## src/rtl/nn_pkg.sv

```systemverilog
// rtl/nn_pkg.sv - shared constants, FSM states and weight tag type for the layer scheduler
package nn_pkg;

  localparam int N_UNITS  = 4;
  localparam int N_INPUTS = 4;
  localparam int N_LAYERS = 3;
  localparam int UNIT_W   = $clog2(N_UNITS);
  localparam int INPUT_W  = $clog2(N_INPUTS);
  localparam int ENTRY_W  = UNIT_W + INPUT_W;

  typedef enum logic [2:0] {
    IDLE,
    ISSUE,
    DRAIN,
    SUM,
    WAIT_DONE
  } state_t;

  // Travels alongside an outstanding RAM read so the returning byte can be steered.
  typedef struct packed {
    logic               valid;
    logic [UNIT_W-1:0]  unit;
    logic [INPUT_W-1:0] input_idx;
  } weight_tag_t;

  // First weight RAM entry of a layer: each layer owns N_UNITS*N_INPUTS consecutive words.
  function automatic logic [31:0] layer_base(input logic [1:0] layer);
    return 32'(layer) * 32'(N_UNITS * N_INPUTS);
  endfunction

endpackage

```

## src/rtl/weight_tag_pipe.sv

```systemverilog
// rtl/weight_tag_pipe.sv - fixed-depth delay line that aligns weight tags with RAM read data
module weight_tag_pipe
  import nn_pkg::*;
#(
  parameter int DEPTH = 2
) (
  input  logic        clk,
  input  logic        flush,
  input  weight_tag_t tag_in,
  output weight_tag_t tag_out,
  output logic        pending
);

  weight_tag_t stage [DEPTH];

  // Shift tags one stage per cycle; flush drops every in-flight tag.
  always_ff @(posedge clk) begin
    if (flush) begin
      for (int i = 0; i < DEPTH; i++) stage[i] <= '0;
    end else begin
      stage[0] <= tag_in;
      for (int i = 1; i < DEPTH; i++) stage[i] <= stage[i-1];
    end
  end

  assign tag_out = stage[DEPTH-1];

  // Any valid tag still inside the line means a strobe is yet to come.
  always_comb begin
    pending = 1'b0;
    for (int i = 0; i < DEPTH; i++) pending = pending | stage[i].valid;
  end

endmodule

```

## src/rtl/layer_weight_scheduler.sv

```systemverilog
// rtl/layer_weight_scheduler.sv - walks one layer of weight RAM into the neural units, then triggers summation
module layer_weight_scheduler
  import nn_pkg::*;
#(
  parameter int ADDR_W  = 10,
  parameter int RAM_LAT = 2,
  parameter int TIMEOUT = 255
) (
  input  logic               clk,
  input  logic               reset,
  input  logic               start,
  input  logic [1:0]         layer,
  output logic [ADDR_W-1:0]  ram_addr,
  input  logic [31:0]        ram_rdata,
  output logic [7:0]         weight_data,
  output logic [1:0]         weight_addr,
  output logic [N_UNITS-1:0] weight_we,
  output logic               sum_trigger,
  input  logic [N_UNITS-1:0] unit_done,
  output logic               busy,
  output logic               done,
  output logic               err
);

  localparam int LAST_K = N_UNITS * N_INPUTS - 1;
  localparam int CNT_W  = $clog2(TIMEOUT + 1);

  state_t             state, state_n;
  logic [ENTRY_W-1:0] k;
  logic [CNT_W-1:0]   wait_cnt;
  weight_tag_t        tag_in, tag_out;
  logic               pending;
  logic               accept, layer_ok, all_done, timeout_hit, last_k;
  logic               unused_rdata;

  // Only the low byte of each RAM word carries a weight.
  assign unused_rdata = ^ram_rdata[31:8];

  // A start coinciding with the done pulse is dropped so the controller must re-request.
  assign accept      = (state == IDLE) && start && !done;
  assign layer_ok    = 32'(layer) < 32'(N_LAYERS);
  assign all_done    = &unit_done;
  assign timeout_hit = (wait_cnt == CNT_W'(TIMEOUT - 1));
  assign last_k      = (k == ENTRY_W'(LAST_K));

  // Tag for the address currently on ram_addr; k splits into unit (high bits) and input (low bits).
  always_comb begin
    tag_in           = '0;
    tag_in.valid     = (state == ISSUE);
    tag_in.unit      = k[ENTRY_W-1:INPUT_W];
    tag_in.input_idx = k[INPUT_W-1:0];
  end

  weight_tag_pipe #(
    .DEPTH (RAM_LAT)
  ) u_tag_pipe (
    .clk     (clk),
    .flush   (reset),
    .tag_in  (tag_in),
    .tag_out (tag_out),
    .pending (pending)
  );

  // Next-state and Moore outputs; SUM waits for a fully empty tag line so the last weight lands first.
  always_comb begin
    state_n     = state;
    busy        = (state != IDLE);
    sum_trigger = (state == SUM);
    case (state)
      IDLE:      if (accept && layer_ok) state_n = ISSUE;
      ISSUE:     if (last_k) state_n = DRAIN;
      DRAIN:     if (!pending) state_n = SUM;
      SUM:       state_n = WAIT_DONE;
      WAIT_DONE: if (all_done || timeout_hit) state_n = IDLE;
      default:   state_n = IDLE;
    endcase
  end

  // State register, address walk, done-wait timer and the done/err flags.
  always_ff @(posedge clk) begin
    if (reset) begin
      state    <= IDLE;
      k        <= '0;
      wait_cnt <= '0;
      ram_addr <= '0;
      done     <= 1'b0;
      err      <= 1'b0;
    end else begin
      state <= state_n;
      done  <= 1'b0;
      case (state)
        IDLE: begin
          if (accept) begin
            err <= !layer_ok;
            k   <= '0;
            if (layer_ok) ram_addr <= ADDR_W'(layer_base(layer));
          end
        end
        ISSUE: begin
          k <= k + ENTRY_W'(1);
          if (!last_k) ram_addr <= ram_addr + ADDR_W'(1);
        end
        SUM: wait_cnt <= '0;
        WAIT_DONE: begin
          wait_cnt <= wait_cnt + CNT_W'(1);
          if (all_done) done <= 1'b1;
          else if (timeout_hit) err <= 1'b1;
        end
        default: ;
      endcase
    end
  end

  // Return path: register the RAM byte and strobe the unit named by the tag leaving the line.
  always_ff @(posedge clk) begin
    if (reset) begin
      weight_data <= '0;
      weight_addr <= '0;
      weight_we   <= '0;
    end else begin
      weight_we <= '0;
      if (tag_out.valid) begin
        weight_data              <= ram_rdata[7:0];
        weight_addr              <= tag_out.input_idx;
        weight_we[tag_out.unit]  <= 1'b1;
      end
    end
  end

endmodule

```

## config.mk

```make
export PLATFORM = sky130hd
export DESIGN_NAME = layer_weight_scheduler
export DESIGN_NICKNAME = d
export VERILOG_FILES = /design/src/rtl/nn_pkg.sv /design/src/rtl/weight_tag_pipe.sv /design/src/rtl/layer_weight_scheduler.sv
export SDC_FILE = /design/constraint.sdc
export NUM_CORES = 1
export LEC_CHECK = 0
export CAP_MARGIN = 0
export CORE_MARGIN = 8
export CORE_UTILIZATION = 45
export DETAILED_ROUTE_END_ITERATION = 8
export DONT_BUFFER_PORTS = 1
export PLACE_DENSITY_LB_ADDON = 0.3
export SLEW_MARGIN = 0
export SYNTH_ARGS = -nofsm -noshare
export SYNTH_HDL_FRONTEND = slang
export SYNTH_SLANG_ARGS = --single-unit
```

## constraint.sdc

```tcl
create_clock -name clk -period 3.5 [get_ports clk]
set_input_delay 0.7 -clock clk [delete_from_list [all_inputs] [get_ports clk]]
set_output_delay 0.7 -clock clk [all_outputs]
set_load 0.01 [all_outputs]
```

==> flow_summary.toml, run 1 <==
[sta]
fin_setup_tns_ns = 0
hold_viol_final = 0
rsz0062_at_grt = "false"
fin_crit_ns = 1.95
max_freq_mhz = 512
holdWs_ns = 0.442
finClkSkew_ns = 0.00612
finalSetupViolations = 0
max-slew-margin-rel_pct = 33.9
fin_crit_sh_pct = 55.8
drv_slew = 0
max_slew.worst_pin.slew_ns = 0.992

[power_and_ir_drop]
ir_drop_uv = 261
p_per_area_nw_per_um2 = 546
finalPower_mw = 1.22
leakage_nw = 0.790

[job]
maxCapViolCount = 0

[synthesis]
muxShareOfSynthArea_pct = 6.22
synth_compound_area_share_pct = 13.5
avgSynthCellArea_um2 = 9.04
synth_top_family_by_area = "simple AND/OR/NAND/NOR gates"
synth.top_cell.area_share_pct = 47.9
synth_seq_area_share_pct = 47.9
ys_types = 44
post_synth_fa_ha_maj_area_fraction_pct = 2.35
synth_xor_area_share_pct = 0
synthTopCellsByCount = "dfxtp_1 (51), nor2_1 (33), a21oi_1 (20)"
yosysWarnings = 0
yosys-top-cells-area = "dfxtp_1 (48%), nor2_1 (5.8%), mux2i_1 (5.2%), a21oi_1 (4.7%), nor2b_1 (3.2%)"
synth_top_area_cell = "dfxtp_1"
syn_inst = 236
async_flop_share_pct = 0
synth_edf_count = 0
synth_seq_cells = 51
netlist_area_um2 = 2130
synth_fp_nets = 281
synthMostInstantiatedCell = "dfxtp_1"
synth-simple-area-share_pct = 26.0
synth-main-ff-cell = "dfxtp_1"

[global_routing]
overflow = 0
grt_pass1_vias = 1451
grt_start_max_net_pins = 50
grt_first_pass_wirelength_mm = 6.96
antenna_found_initial = 0
track_usage_pct = 11.8

[cts]
clock-root-buffer = "clkbuf_8"
cts_hold_buf = 0
htreeDepth = 2
clock-sinks = 51
clockBufferDepth = 2
clk_pin_slew_worst_paths_ns = 0.09
cts_tree = "yes"
cts_resized = 0
cts_buffers = 5
post_cts_buffers = 0
clock_latency_ns = 0.30

[placed_design]
dpl.cell_count = 278
port_buffers = 0
dp_hpwl_mm = 2.82
gp_congestion = 0.793
dpl_cell_area_um2 = 2140

[worst_setup_path]
slowest_stage = "dfxtp_1"
path_cells = "nor3_1, buf_4, inv_1"
worstPathRequired_ns = 2.80
cp.arrival_ns = 1.25
crit_fanout = 10
rrSetupSlack_ns = 1.57
cp-end-kind = "output port"
slowest_delay_ns = 0.40
crit_type = "flop to output port"
startpoint_type = "flop"

[detailed_routing]
wl_per_cell_um = 14.8
routed_wl_mm = 4.21
drt-initial-drc-count = 79
via_per_inst = 5.66
drc = 0
postRouteAntennaNets = 0
first_pass_iters = 4
vias = 1612

[floorplan]
rows = 25
core-area_um2 = 4660
dieWidth_um = 84.9
ioPinCount = 69
die_h_um = 84.9
die_area_um2 = 7200
start_util_pct = 45.8

[final_layout]
num_antenna_cells = 0
finalNetCount = 276
fin_area_um2 = 2240
fin_cells = 285
drive_above_1_share_pct = 6.06
areaGrowthSynthToFinish_pct = 5.10

[status]
outcome = "finished, final reports clean"

[min_path]
min_path_type = "flop to flop"
[cell families after synthesis]
family,after synthesis
and+or+nand+nor,106
DFF,51
AOI/OAI and AO/OA,45
buffers and inverters,17
muxes,13
adders and majority gates,4
[layout make-up]
class | count | area, µm²
inverters | 4 | 15.0
flip-flops and latches | 51 | 1020
clock buffers | 5 | 68.8
fillers | 449 | 2420
multi-input cells | 168 | 1020
clock inverters | 2 | 37.5
well taps | 54 | 67.6
repair buffers | 1 | 7.51
[through the flow]
stage / util [%] / setup WS [ns]
final: 48.1 / 1.55
after global routing: 48.1 / 1.37
after global placement: 45.8 / 1.33
after CTS: 48.1 / 1.53
after detailed placement: 45.8 / 1.28
after floorplan: - / 1.76
[power by group]
part	switching [mW]	internal, mW	total (mW)
clock network	0.191	0.209	0.400
logic	0.0980	0.0693	0.167
registers	0.0478	0.609	0.657
[path summary, 6_finish.rpt]
kind	depth (start not counted)	endpoint	from
setup / recovery	3	busy	state[1]
hold / removal	1	u_tag_pipe.stage[0][7]	u_tag_pipe.stage[0][2]
setup reg to reg	4	ram_addr[9]	state[0]
hold reg to reg	1	u_tag_pipe.stage[0][7]	u_tag_pipe.stage[0][2]
[worst max-delay path, delay by kind of cell (launching register included)]
kind          cells  cell delay, ns
buf+inv           2            0.28
flops             1            0.40
simple gates      1            0.28
[metal layers]
layer | share of wire, % | track usage (%) | up-vias
met2 | 43 | 18.2 | 48
met4 | 1.7 | 5.83 | 0
met3 | 8.4 | 4.54 | 8
met5 | 0 | 0 | -
met1 | 47 | 14.0 | 737
li1 | - | - | 819
[sequential cells by signal, summed over array words and instances, names as in the netlist]
signal            cells
ram_addr             10
u_tag_pipe.stage     10
wait_cnt              8
weight_data           8
k                     4
weight_we             4
state                 3
weight_addr           2
done                  1
err                   1
[cell usage in the layout, fill, tap and decap left out, types with 4 or more instances in the layout]
| cell type | n |
|---|---|
| inv_1 | 4 |
| nand3_1 | 7 |
| a211oi_1 | 4 |
| nor3_1 | 6 |
| ha_1 | 4 |
| clkbuf_8 | 5 |
| dfxtp_1 | 51 |
| and3_1 | 4 |
| mux2i_1 | 11 |
| nand2_1 | 18 |
| a21oi_1 | 20 |
| nor2_1 | 33 |
| nand3b_1 | 5 |
| o21ai_0 | 6 |
| nor2b_1 | 11 |
No activity file was read; power rests on OpenSTA's default activity.
==> run 2, diff against run 1 <==
Settings changed: ABC_AREA from default to 1.
Clock period 3.5 ns to 2 ns, I/O delays scaled along.
==> flow_summary.toml, run 2 <==
[synthesis]
synthTopCellsByCount = "nand2_1 (63), nor2_1 (61), dfxtp_1 (51)"
yosysWarnings = 0
synth_seq_area_share_pct = 46.0
ys_types = 30
synth_top_area_cell = "dfxtp_1"
syn_inst = 313
avgSynthCellArea_um2 = 7.09
synthMostInstantiatedCell = "nand2_1"
netlist_area_um2 = 2220
async_flop_share_pct = 0
yosys-top-cells-area = "dfxtp_1 (46%), nand2_1 (11%), nor2_1 (10%), inv_1 (6.3%), o21ai_0 (4.7%)"
synth_fp_nets = 358
synth.top_cell.area_share_pct = 46.0
synth-main-ff-cell = "dfxtp_1"
synth_seq_cells = 51
synth_edf_count = 0

[floorplan]
ioPinCount = 69
core-area_um2 = 4750
die_area_um2 = 7440
die_h_um = 86.2
rows = 25
dieWidth_um = 86.2
start_util_pct = 46.7

[placed_design]
preCtsSetupSlack_ns = 0.449
port_buffers = 0
gp_congestion = 0.872
dp_hpwl_mm = 3.31
dpl.cell_count = 377

[sta]
fin_crit_sh_pct = 79.5
max_freq_mhz = 629
setup_ws_ns = 0.409
rsz0062_at_grt = "false"
max_slew.worst_pin.slew_ns = 0.307
finClkSkew_ns = 0.00288
holdWs_ns = 0.156
max-slew-margin-rel_pct = 79.5
fin_crit_ns = 1.59
hold_viol_final = 0
finalSetupViolations = 0
drv_slew = 0
fin_setup_tns_ns = 0

[global_routing]
antenna_found_initial = 0
grt_pass1_vias = 1727
grt_first_pass_wirelength_mm = 7.65
track_usage_pct = 12.5
grt_start_max_net_pins = 22
overflow = 0

[detailed_routing]
drt-initial-drc-count = 92
drc = 0
vias = 1827
first_pass_iters = 4
routed_wl_mm = 4.40
postRouteAntennaNets = 0
via_per_inst = 4.75
wl_per_cell_um = 11.4

[worst_setup_path]
path_cells = "nand3_1, inv_1"
rrSetupSlack_ns = 0.45
crit_fanout = 7
cp.arrival_ns = 1.19
crit_type = "flop to output port"
slowest_delay_ns = 0.44
reg2reg_from = "ram_addr[1]"
cp-end-kind = "output port"
r2r_end = "ram_addr[6]"
startpoint = "state[0]"
critPathCapture = "sum_trigger"
r2r.worst_path.cells = 8
worstPathRequired_ns = 1.60
startpoint_type = "flop"
slowest_stage = "dfxtp_1"

[final_layout]
final_cell_mix = "nand2_1 (63), nor2_1 (61), dfxtp_1 (51)"
num_antenna_cells = 0
drive_above_1_share_pct = 8.81
fin_cells = 385
top_regs = "ram_addr x10, u_tag_pipe.stage x10"
fillers = 488
areaGrowthSynthToFinish_pct = 8.79
finalNetCount = 362
final_common_cell = "nand2_1"

[power_and_ir_drop]
p_per_area_nw_per_um2 = 852
p_seq_share_pct = 54.2
internal_power_mw = 1.51
netSwitchingPower_mw = 0.543
p_sw_share_pct = 26.4
share_comb_of_total_power_pct = 10.5
ir_drop_uv = 517
power_frac_clock_pct = 35.3
leakage_nw = 1.01

[status]
outcome = "finished, final reports clean"

[cts]
cts_tree = "yes"
clockBufferDepth = 2
htreeDepth = 2
clock_latency_ns = 0.30
clk_pin_slew_worst_paths_ns = 0.09
post_cts_buffers = 0
cts_hold_buf = 0
clock-root-buffer = "clkbuf_8"
cts_buffers = 5
clock-sinks = 51
cts_resized = 0

[min_path]
min_path_cells = 1
min_path_type = "input port to flop"

[job]
maxCapViolCount = 0
run 2: power groups by stage:
stage / Sequential [mW] / Clock [mW] / Combinational, mW
5_1_grt: 1.12 / 0.791 / 0.253
3_5_place_dp: 1.14 / 0 / 0.218
2_1_floorplan: 1.13 / 0 / 0.181
6_report: 1.11 / 0.726 / 0.216
3_3_place_gp: 1.14 / 0 / 0.217
4_1_cts: 1.12 / 0.756 / 0.219
run 2: how the worst min path moves through the flow:
stage / endpoint / slack [ns] / from
6_report: k[3] / 0.16 / reset
5_1_grt: u_tag_pipe.stage[0][7] / 0.14 / reset
4_1_cts: ram_addr[2] / 0.14 / reset
3_5_place_dp: u_tag_pipe.stage[0][5] / 0.40 / u_tag_pipe.stage[0][0]
3_3_place_gp: u_tag_pipe.stage[0][7] / 0.39 / u_tag_pipe.stage[0][2]
2_1_floorplan: u_tag_pipe.stage[0][5] / 0.39 / u_tag_pipe.stage[0][0]
run 2: stage by stage:
stage / power (mW) / util [%] / instance area, µm²
5_1_grt: 2.17 / 50.8 / 2410
4_1_cts: 2.09 / 50.8 / 2410
2_1_floorplan: 1.31 / - / 2220
3_5_place_dp: 1.36 / 48.3 / 2300
3_3_place_gp: 1.36 / 48.3 / 2300
6_report: 2.06 / 50.8 / 2410
run 2: area by class of cell:
cell class	count	area [µm²]	area share (%)
Multi-Input combinational cell	216	1020	42.4
Sequential cell	51	1020	42.3
Inverter	41	154	6.37
Tap cell	67	83.8	3.47
Clock buffer	5	68.8	2.85
Clock inverter	3	47.5	1.97
Timing Repair Buffer	2	15.0	0.622
run 2: worst max-delay path: cells and delay by family, from the launching register on:
family                 cells  cell delay [ns]
buffers and inverters      1             0.18
flip-flops                 1             0.44
AND/OR/NAND/NOR            1             0.26
run 2: cells by family (layout without fill, tap and decap cells):
| group | Yosys count | after routing | share of synthesized area [%] |
|---|---|---|---|
| AOI/OAI and AO/OA | 44 | 44 | 11.1 |
| xor gates and xnor gates | 3 | 3 | 1.18 |
| adders and majority gates | 4 | 4 | 2.25 |
| buffers and inverters | 46 | 51 | 7.83 |
| DFF | 51 | 51 | 46.0 |
| and+or+nand+nor | 165 | 165 | 31.6 |
run 2: routing by layer:
layer / up-vias / wire, µm / GRT usage, %
met5: - / 0 / 0
met4: 0 / 42 / 4.23
met3: 4 / 279 / 4.54
met2: 30 / 2140 / 21.1
met1: 798 / 1940 / 14.2
li1: 995 / - / -
